**src/rtl/sr_request_conditioner.sv**
```systemverilog
// sr_request_conditioner
//
// Conditions two raw, bouncy request lines (set and reset) for a clocked SR
// flip-flop. Each line is synchronised (2 flops), debounced, and every accepted
// rising edge becomes one single-cycle command pulse on s or r. s and r are
// never high together; simultaneous requests are arbitrated by PRIORITY and a
// holdoff gap separates consecutive commands.
//
// Ports:
//   clk        in   clock, all logic on posedge
//   rst        in   synchronous active-high reset
//   set_req_in in   raw set request (asynchronous, may bounce)
//   rst_req_in in   raw reset request (asynchronous, may bounce)
//   s          out  one-cycle set command
//   r          out  one-cycle reset command
//   busy       out  high while the command FSM is not IDLE
//   conflict   out  one-cycle pulse alongside the winner when both were pending
//   cmd_count  out  number of commands issued, wraps 255 -> 0
//
// Parameters:
//   DEBOUNCE_CYCLES  stable cycles after the synchroniser to accept a level (1..255)
//   HOLDOFF_CYCLES   idle cycles after each command (0..255)
//   PRIORITY         0: reset wins a tie, 1: set wins a tie

module sr_request_conditioner #(
    parameter int DEBOUNCE_CYCLES = 4,
    parameter int HOLDOFF_CYCLES  = 2,
    parameter int PRIORITY        = 0
) (
    input  logic       clk,
    input  logic       rst,
    input  logic       set_req_in,
    input  logic       rst_req_in,
    output logic       s,
    output logic       r,
    output logic       busy,
    output logic       conflict,
    output logic [7:0] cmd_count
);

    localparam logic [7:0] DB_LAST = 8'(DEBOUNCE_CYCLES - 1);
    localparam logic [7:0] HO_LAST = (HOLDOFF_CYCLES > 0) ? 8'(HOLDOFF_CYCLES - 1) : 8'd0;

    typedef enum logic [1:0] {
        IDLE    = 2'd0,
        ISSUE   = 2'd1,
        HOLDOFF = 2'd2
    } state_t;

    // Channel index 0 = set, 1 = reset throughout.
    logic [1:0] raw;
    logic [1:0] sync1;
    logic [1:0] sync2;
    logic [1:0] acc;       // accepted (debounced) level
    logic [1:0] acc_d;     // accepted level one cycle ago, for edge detection
    logic [1:0] rise;
    logic [1:0] pend;
    logic [1:0] pend_clr;
    logic [7:0] db_cnt [2];

    state_t     state_q;
    state_t     state_n;
    logic [7:0] hold_q;
    logic [7:0] hold_n;
    logic       s_n;
    logic       r_n;
    logic       conflict_n;
    logic       issue;
    logic       pick_set;

    assign raw  = {rst_req_in, set_req_in};
    assign rise = acc & ~acc_d;
    assign busy = (state_q != IDLE);

    // Synchroniser, debounce, edge detection and pending flags.
    always_ff @(posedge clk) begin
        if (rst) begin
            sync1  <= 2'b00;
            sync2  <= 2'b00;
            acc    <= 2'b00;
            acc_d  <= 2'b00;
            pend   <= 2'b00;
            for (int i = 0; i < 2; i++) begin
                db_cnt[i] <= 8'd0;
            end
        end else begin
            sync1 <= raw;
            sync2 <= sync1;
            acc_d <= acc;
            for (int i = 0; i < 2; i++) begin
                if (sync2[i] == acc[i]) begin
                    // Any return to the accepted level discards the partial count.
                    db_cnt[i] <= 8'd0;
                end else if (db_cnt[i] == DB_LAST) begin
                    acc[i]    <= sync2[i];
                    db_cnt[i] <= 8'd0;
                end else begin
                    db_cnt[i] <= db_cnt[i] + 8'd1;
                end
            end
            // A new rise on an already-pending channel merges into the same flag.
            pend <= (pend & ~pend_clr) | rise;
        end
    end

    // FSM state register and registered command outputs.
    always_ff @(posedge clk) begin
        if (rst) begin
            state_q   <= IDLE;
            hold_q    <= 8'd0;
            s         <= 1'b0;
            r         <= 1'b0;
            conflict  <= 1'b0;
            cmd_count <= 8'd0;
        end else begin
            state_q  <= state_n;
            hold_q   <= hold_n;
            s        <= s_n;
            r        <= r_n;
            conflict <= conflict_n;
            if (issue) begin
                cmd_count <= cmd_count + 8'd1;
            end
        end
    end

    // Next-state and output decode. Only one of s_n/r_n can ever be set, which
    // is what keeps 2'b11 away from the flip-flop.
    always_comb begin
        state_n    = state_q;
        hold_n     = hold_q;
        s_n        = 1'b0;
        r_n        = 1'b0;
        conflict_n = 1'b0;
        pend_clr   = 2'b00;
        issue      = 1'b0;
        pick_set   = pend[0] && (!pend[1] || (PRIORITY != 0));

        case (state_q)
            IDLE: begin
                if (pend != 2'b00) begin
                    issue      = 1'b1;
                    state_n    = ISSUE;
                    s_n        = pick_set;
                    r_n        = !pick_set;
                    pend_clr   = pick_set ? 2'b01 : 2'b10;
                    conflict_n = &pend;
                end
            end
            ISSUE: begin
                hold_n  = 8'd0;
                state_n = (HOLDOFF_CYCLES == 0) ? IDLE : HOLDOFF;
            end
            HOLDOFF: begin
                if (hold_q == HO_LAST) begin
                    state_n = IDLE;
                end else begin
                    hold_n = hold_q + 8'd1;
                end
            end
            default: begin
                state_n = IDLE;
            end
        endcase
    end

endmodule

```
**config.mk**
```make
export PLATFORM = sky130hd
export DESIGN_NAME = sr_request_conditioner
export DESIGN_NICKNAME = d
export VERILOG_FILES = /design/src/rtl/sr_request_conditioner.sv
export SDC_FILE = /design/constraint.sdc
export NUM_CORES = 1
export LEC_CHECK = 0
export CORE_ASPECT_RATIO = 0.75
export CORE_MARGIN = 2
export CORE_UTILIZATION = 60
export CTS_CLUSTER_SIZE = 28
export DETAILED_ROUTE_END_ITERATION = 7
export PLACE_DENSITY_LB_ADDON = 0.05
export SYNTH_ARGS = -nofsm -noshare
export SYNTH_HDL_FRONTEND = slang
export SYNTH_SLANG_ARGS = --single-unit
```
**constraint.sdc**
```tcl
create_clock -name clk -period 3.3 [get_ports clk]
set_input_delay 0.66 -clock clk [delete_from_list [all_inputs] [get_ports clk]]
set_output_delay 0.66 -clock clk [all_outputs]
set_load 0.005 [all_outputs]
```
==> run_results.csv, run 1 <==
group,metric,value,unit
outcome,outcome,"complete, no violations",
detailed_routing,drt-vias-per-instance,5.306,
synthesis,yosys_warnings,0,
grt,antenna_found_initial,0,
critical_path,required,2640,ps
grt,grt_max_degree,20,
detailed_routing,wire_per_inst,12.15,um
power_and_ir_drop,finalPower,0.001004,W
grt,grt_pass1_wl,5.947,mm
detailed_routing,post-route-drc-count,0,
place,dp_hpwl,2.534,mm
cells_and_area,layout-drive-gt1-share,0.06452,
sta,rsz0062_at_grt,"false",
die,core,3356,um^2
cts,post_cts_buffers,0,
cts,clk_latency,300,ps
synthesis,syn_inst,215,
synthesis,synth_cell_types,39,
sta,fin_crit,2354,ps
cts,cts_num_sinks,47,
cts,cts_max_level,2,
cts,root_buffer,"clkbuf_8",
cts,post_cts_resized,0,
die,die_h,55.76,um
synthesis,syn_area,2143,um^2
cts,cts.hold.buffers_added,0,
cts,cts_buffer_depth,2,
sta,slew_viol_final,0,
sta,tightest_slew,540.8,ps
cts,clk_pin_slew,80,ps
power_and_ir_drop,switchingPower,0.0002095,W
grt,grt_overflow_total,0,
place,dp.cells,280,
critical_path,path_class,"register to output pin",
detailed_routing,wl_met3,146,um
min_path,holdCritPathClass,"register to register",
cts,cts_tree,"yes",
synthesis,yosysSeqAreaShare,0.5137,
cells_and_area,fin_area,2461,um^2
cells_and_area,fillers,233,
sta,fmax,0.4248,GHz
critical_path,critPathArrivalTime,1690,ps
sta,period_share,0.7133,
sta,relSlewSlack,0.6344,
place,dpl_cell_area,2366,um^2
place,io_buffers,15,
critical_path,end_kind,"output pin",
sta,setup_tns,0,ps
die,dieArea,4071,um^2
synthesis,syn_area_per_cell,9.969,um^2
detailed_routing,finalWirelength,3.498,mm
power_and_ir_drop,internal-power,0.0007940,W
power_and_ir_drop,p_seq_frac,0.616,
cells_and_area,diodes,0,
power_and_ir_drop,peakVddDrop,343.3,uV
cells_and_area,nets,256,
die,start_util,0.6387,
synthesis,ys_ff_latch,47,
die,dieWidth,73.02,um
sta,hold_viol_final,0,
detailed_routing,ant_nets,0,
detailed_routing,drt_iter0_drc,66,
die,fp-row-count,18,
critical_path,start_kind,"register",
place,place_congestion,0.8568,
power_and_ir_drop,p_per_area,407.8,nW/um^2
detailed_routing,num_vias,1528,
detailed_routing,wl_met2,1.615,mm
detailed_routing,wl_met1,1.681,mm
grt,grt_pass1_vias,1375,
critical_path,critPathMaxFanout,11,
sta,skew,7.423,ps
run,cap_viol_max_count,0,
power_and_ir_drop,sw_frac_of_total,0.2088,
power_and_ir_drop,leakage,0.8765,nW
die,ios,16,
sta,setup_viol,0,
detailed_routing,routed.top_layer,"met4",
cells_and_area,final_cells,288,
power_and_ir_drop,p_comb_frac,0.032,
cells_and_area,area_growth,14.83,%
power_and_ir_drop,pwr-share-clk,0.352,
grt,grt.total_usage,0.1893,
cts,numCtsBuffers,5,
detailed_routing,drt_first_pass_iters,4,
[worst max-delay path, stage by stage (launching register included)]
cell	delay, ps
dfxtp_1	580
nor2_8	80
inv_2	200
clkdlybuf4s50_1	540
[cell type report]
type / instances / area [um^2] / share of cell area
inverters: 5 / 18.77 / 0.007626
flip-flops and latches: 47 / 1101 / 0.4474
repair buffers: 16 / 157.7 / 0.06406
multi-input cells: 172 / 1039 / 0.4220
well taps: 40 / 50.05 / 0.02034
clock buffers: 7 / 86.33 / 0.03508
clock inverters: 1 / 8.758 / 0.003559
[synth_stat cells (all sizes together)]
| cell type | number | area (um^2) |
|---|---|---|
| a31o | 1 | 8.760 |
| nand3b | 1 | 7.510 |
| and3 | 6 | 37.54 |
| o31ai | 1 | 7.510 |
| xnor2 | 16 | 140.1 |
| inv | 5 | 18.76 |
| xor2 | 8 | 70.07 |
| o21ai | 5 | 25.02 |
| nor3 | 9 | 45.04 |
| ha | 5 | 62.56 |
| edfxtp | 16 | 480.5 |
| nand4 | 1 | 6.260 |
| a21oi | 7 | 35.03 |
| and2 | 1 | 6.260 |
| nor2 | 38 | 161.4 |
| nor2b | 6 | 37.54 |
| a31oi | 1 | 6.260 |
| conb | 1 | 3.750 |
| mux2i | 2 | 20.02 |
| clkbuf | 2 | 7.510 |
| nor4b | 3 | 32.53 |
| nor3b | 1 | 7.510 |
| nand2 | 14 | 52.55 |
| nand2b | 8 | 50.05 |
| or3 | 1 | 6.260 |
| nor4 | 3 | 48.80 |
| nand4b | 1 | 8.760 |
| buf | 4 | 33.78 |
| nand3 | 15 | 75.07 |
| dfxtp | 31 | 620.6 |
| mux2 | 1 | 11.26 |
| o2bb2ai | 1 | 8.760 |
[per-layer routing]
layer | GRT usage | vias up
met5 | 0 | -
met4 | 0.08201 | 0
met3 | 0.04891 | 8
met2 | 0.2844 | 33
met1 | 0.2570 | 709
li1 | - | 778
[through the flow]
stage	hold WS, ps	worst slack [ps]	utilization
final	444.8	946.0	0.7334
after global routing	458.5	859.5	0.7334
after CTS	443.3	932.3	0.7334
after detailed placement	423.1	1147	0.7051
after global placement	418.2	1216	0.7051
after floorplan	413.8	1760	-
[path summary, 6_finish.rpt]
path	from	endpoint	slack, ps	cells past startpoint
setup / recovery	state_q[1]	busy	950	3
hold / removal	sync1[0]	sync2[0]	440	1
setup reg to reg	hold_q[0]	hold_q[1]	1420	5
hold reg to reg	sync1[0]	sync2[0]	440	1
[power by group through the flow]
stage	combinational, W	clock [W]	sequential [W]
floorplan	0.0000237	0	0.000629
global placement	0.0000311	0	0.000631
detailed placement	0.0000317	0	0.000632
CTS	0.0000321	0.000365	0.000618
global route	0.0000370	0.000391	0.000619
finish	0.0000324	0.000353	0.000618
[cells in the final DEF (no fill, tap or decap), drive strengths merged, types with 2 or more instances in the layout]
cell type      instances
a21oi                  7
and3                   6
clkbuf                 7
clkdlybuf4s50         15
conb                  16
dfxtp                 31
edfxtp                16
ha                     5
inv                    5
mux2i                  2
nand2                 14
nand2b                 8
nand3                 15
nor2                  38
nor2b                  6
nor3                   9
nor4                   3
nor4b                  3
o21ai                  5
xnor2                 16
xor2                   8
[state kept, by name, indices dropped and copies added (netlist names)]
signal,flops
hold_q,8
conflict,1
state_q,2
cmd_count,8
db_cnt,16
s,1
sync2,2
pend,2
acc,2
acc_d,2
sync1,2
r,1
[cells by family after synthesis]
| group | after synthesis | synth area share |
|---|---|---|
| XOR/XNOR | 24 | 0.09807 |
| multiplexers | 3 | 0.01459 |
| AO/OA/AOI/OAI | 16 | 0.04262 |
| buffers and inverters | 11 | 0.02802 |
| flip-flops | 47 | 0.5137 |
| other | 1 | 0.001750 |
| AND/OR/NAND/NOR | 108 | 0.2721 |
| adder cells (fa/ha/maj) | 5 | 0.02919 |
Note: power is estimated with default switching activity, not from simulation.
==> inputs of run 2 (changes only) <==
CORE_UTILIZATION = 52   (was 60)
clock period = 2 ns   (was 3.3 ns; I/O delays follow)
==> run 2 against run 1 <==
  * Cell area up 1.9%
  * Non-clock buffer count up 3
  * Combinational power up 82%
  * Sequential power up 65%
  * Final cell count up 6.3%
  * Clock skew down 2.0 ps
  * Critical path depth unchanged
  * Sequential cell count unchanged
  * Total power up 63%
  * Worst hold slack better by 3.6 ps
  * Global-route usage down 1.9 points
  * Die area up 14%
  * Critical path type unchanged
  * Critical endpoint unchanged
==> run_results.csv, run 2 (same netlist as run 1, synthesis figures left out) <==
group,metric,value,unit
detailed_routing,drt_first_pass_iters,4,
min_path,worstHoldStart,"sync1[0]",
grt,grt_pass1_vias,1412,
outcome,outcome,"complete, no violations",
detailed_routing,drt-vias-per-instance,4.997,
place,place_congestion,0.7814,
power_and_ir_drop,p_comb_frac,0.036,
cells_and_area,top_register,"db_cnt",
die,core,4004,um^2
sta,hold_slack,448.3,ps
power_and_ir_drop,p_seq_frac,0.623,
die,ios,16,
run,cap_viol_max_count,0,
cts,post_cts_resized,1,
cells_and_area,largest_reg_flops,16,
cts,cts.hold.buffers_added,0,
grt,antenna_found_initial,0,
critical_path,reg2reg_to,"hold_q[1]",
cts,cts_num_sinks,47,
grt,grt_overflow_total,0,
cts,cts_tree,"yes",
critical_path,path_class,"register to output pin",
cts,cts_buffer_depth,2,
sta,setup_tns,0,ps
power_and_ir_drop,finalPower,0.001634,W
critical_path,worstReg2RegStart,"hold_q[1]",
sta,fmax,0.5188,GHz
critical_path,cp_slowest_cell,"clkdlybuf4s50_1",
grt,grt_max_degree,27,
critical_path,cp_cell_sequence,"nor2_8, inv_2, clkdlybuf4s50_1",
cells_and_area,layout-drive-gt1-share,0.07968,
detailed_routing,num_vias,1529,
cts,post_cts_buffers,0,
die,dieArea,4657,um^2
grt,grt.total_usage,0.1704,
cts,clk_pin_slew,90,ps
power_and_ir_drop,p_per_area,651.3,nW/um^2
cts,root_buffer,"clkbuf_8",
critical_path,critPathMaxFanout,11,
sta,skew,5.417,ps
power_and_ir_drop,leakage,0.8904,nW
detailed_routing,wire_per_inst,11.77,um
cells_and_area,diodes,0,
power_and_ir_drop,internal-power,0.001274,W
min_path,holdCritPathClass,"register to register",
die,dieWidth,78.13,um
critical_path,end_kind,"output pin",
detailed_routing,drt_iter0_drc,49,
detailed_routing,finalWirelength,3.602,mm
cells_and_area,nets,259,
die,fp-row-count,20,
cells_and_area,final_common_cell,"nor2_1",
sta,fin_crit,1927,ps
cells_and_area,area_growth,17.05,%
critical_path,critPathArrivalTime,1530,ps
critical_path,r2r_cells,6,
grt,grt_pass1_wl,6.023,mm
sta,rsz0062_at_grt,"false",
cells_and_area,layout_common_cells,"nor2_1, dfxtp_1, xnor2_1, edfxtp_1, conb_1",
place,io_buffers,15,
power_and_ir_drop,switchingPower,0.0003599,W
cells_and_area,top_regs,"db_cnt (16), cmd_count (8), hold_q (8)",
min_path,hold_end,"sync2[0]",
critical_path,path_delay_family,"buffers and inverters",
cells_and_area,final_cells,306,
power_and_ir_drop,pwr-share-clk,0.341,
critical_path,start_kind,"register",
critical_path,reg2reg_setup_slack,290,ps
power_and_ir_drop,peakVddDrop,439.6,uV
cts,cts_max_level,2,
critical_path,slowest_delay,550,ps
critical_path,required,1600,ps
place,dp.cells,298,
cts,clk_latency,300,ps
sta,period_share,0.9637,
sta,hold_viol_final,0,
critical_path,cp_num_buf_inv,2,
die,start_util,0.5353,
sta,slew_viol_final,0,
detailed_routing,post-route-drc-count,0,
detailed_routing,ant_nets,0,
power_and_ir_drop,sw_frac_of_total,0.2203,
die,die_h,59.60,um
min_path,hold_depth,1,
place,dp_hpwl,2.651,mm
sta,setup_viol,0,
cts,numCtsBuffers,5,
==> run 2: metrics by stage <==
step / worst slack [ps] / util / area (um^2)
finish: 72.62 / 0.6266 / 2509
floorplan: 526.9 / - / 2200
CTS: 29.24 / 0.6259 / 2506
detailed placement: 219.2 / 0.6044 / 2420
global placement: 251.9 / 0.6044 / 2420
global route: 10.80 / 0.6266 / 2509
==> run 2: power groups by stage <==
stage	Clock (W)	Sequential [W]	Combinational, W
CTS	0.000576	0.00102	0.0000581
floorplan	0	0.00104	0.0000391
finish	0.000557	0.00102	0.0000589
global route	0.000606	0.00102	0.0000658
global placement	0	0.00104	0.0000559
detailed placement	0	0.00104	0.0000577
==> run 2: how the worst max path moves through the flow <==
stage	startpoint	cells past startpoint	slack, ps	to
5_1_grt	state_q[0]	3	10	busy
3_3_place_gp	state_q[1]	3	250	busy
6_report	state_q[0]	3	70	busy
4_1_cts	state_q[1]	3	30	busy
2_1_floorplan	hold_q[0]	5	530	hold_q[1]
3_5_place_dp	rst	5	220	db_cnt[0][5]
==> run 2: metal layers <==
metal  global-route usage  wire (um)  vias up
li1                     -          -      787
met1               0.1990       1725      716
met2               0.3042       1710       21
met3              0.04573        123        5
met4              0.06767         43        0
met5                    0          0        -
==> run 2: cell type report <==
class,instances,area (um^2)
clock buffer,6,72.57
clock inverter,2,12.51
fill,329,1495
inverter,5,18.77
multi-input combinational,172,1039
sequential,47,1105
tap,55,68.82
timing repair buffer,19,192.7
==> inputs of run 3 (changes only) <==
SLEW_MARGIN = 20   (was not set)
==> results of run 3 <==
Same layout as run 2: the final DEF is identical, and so are final timing and power.
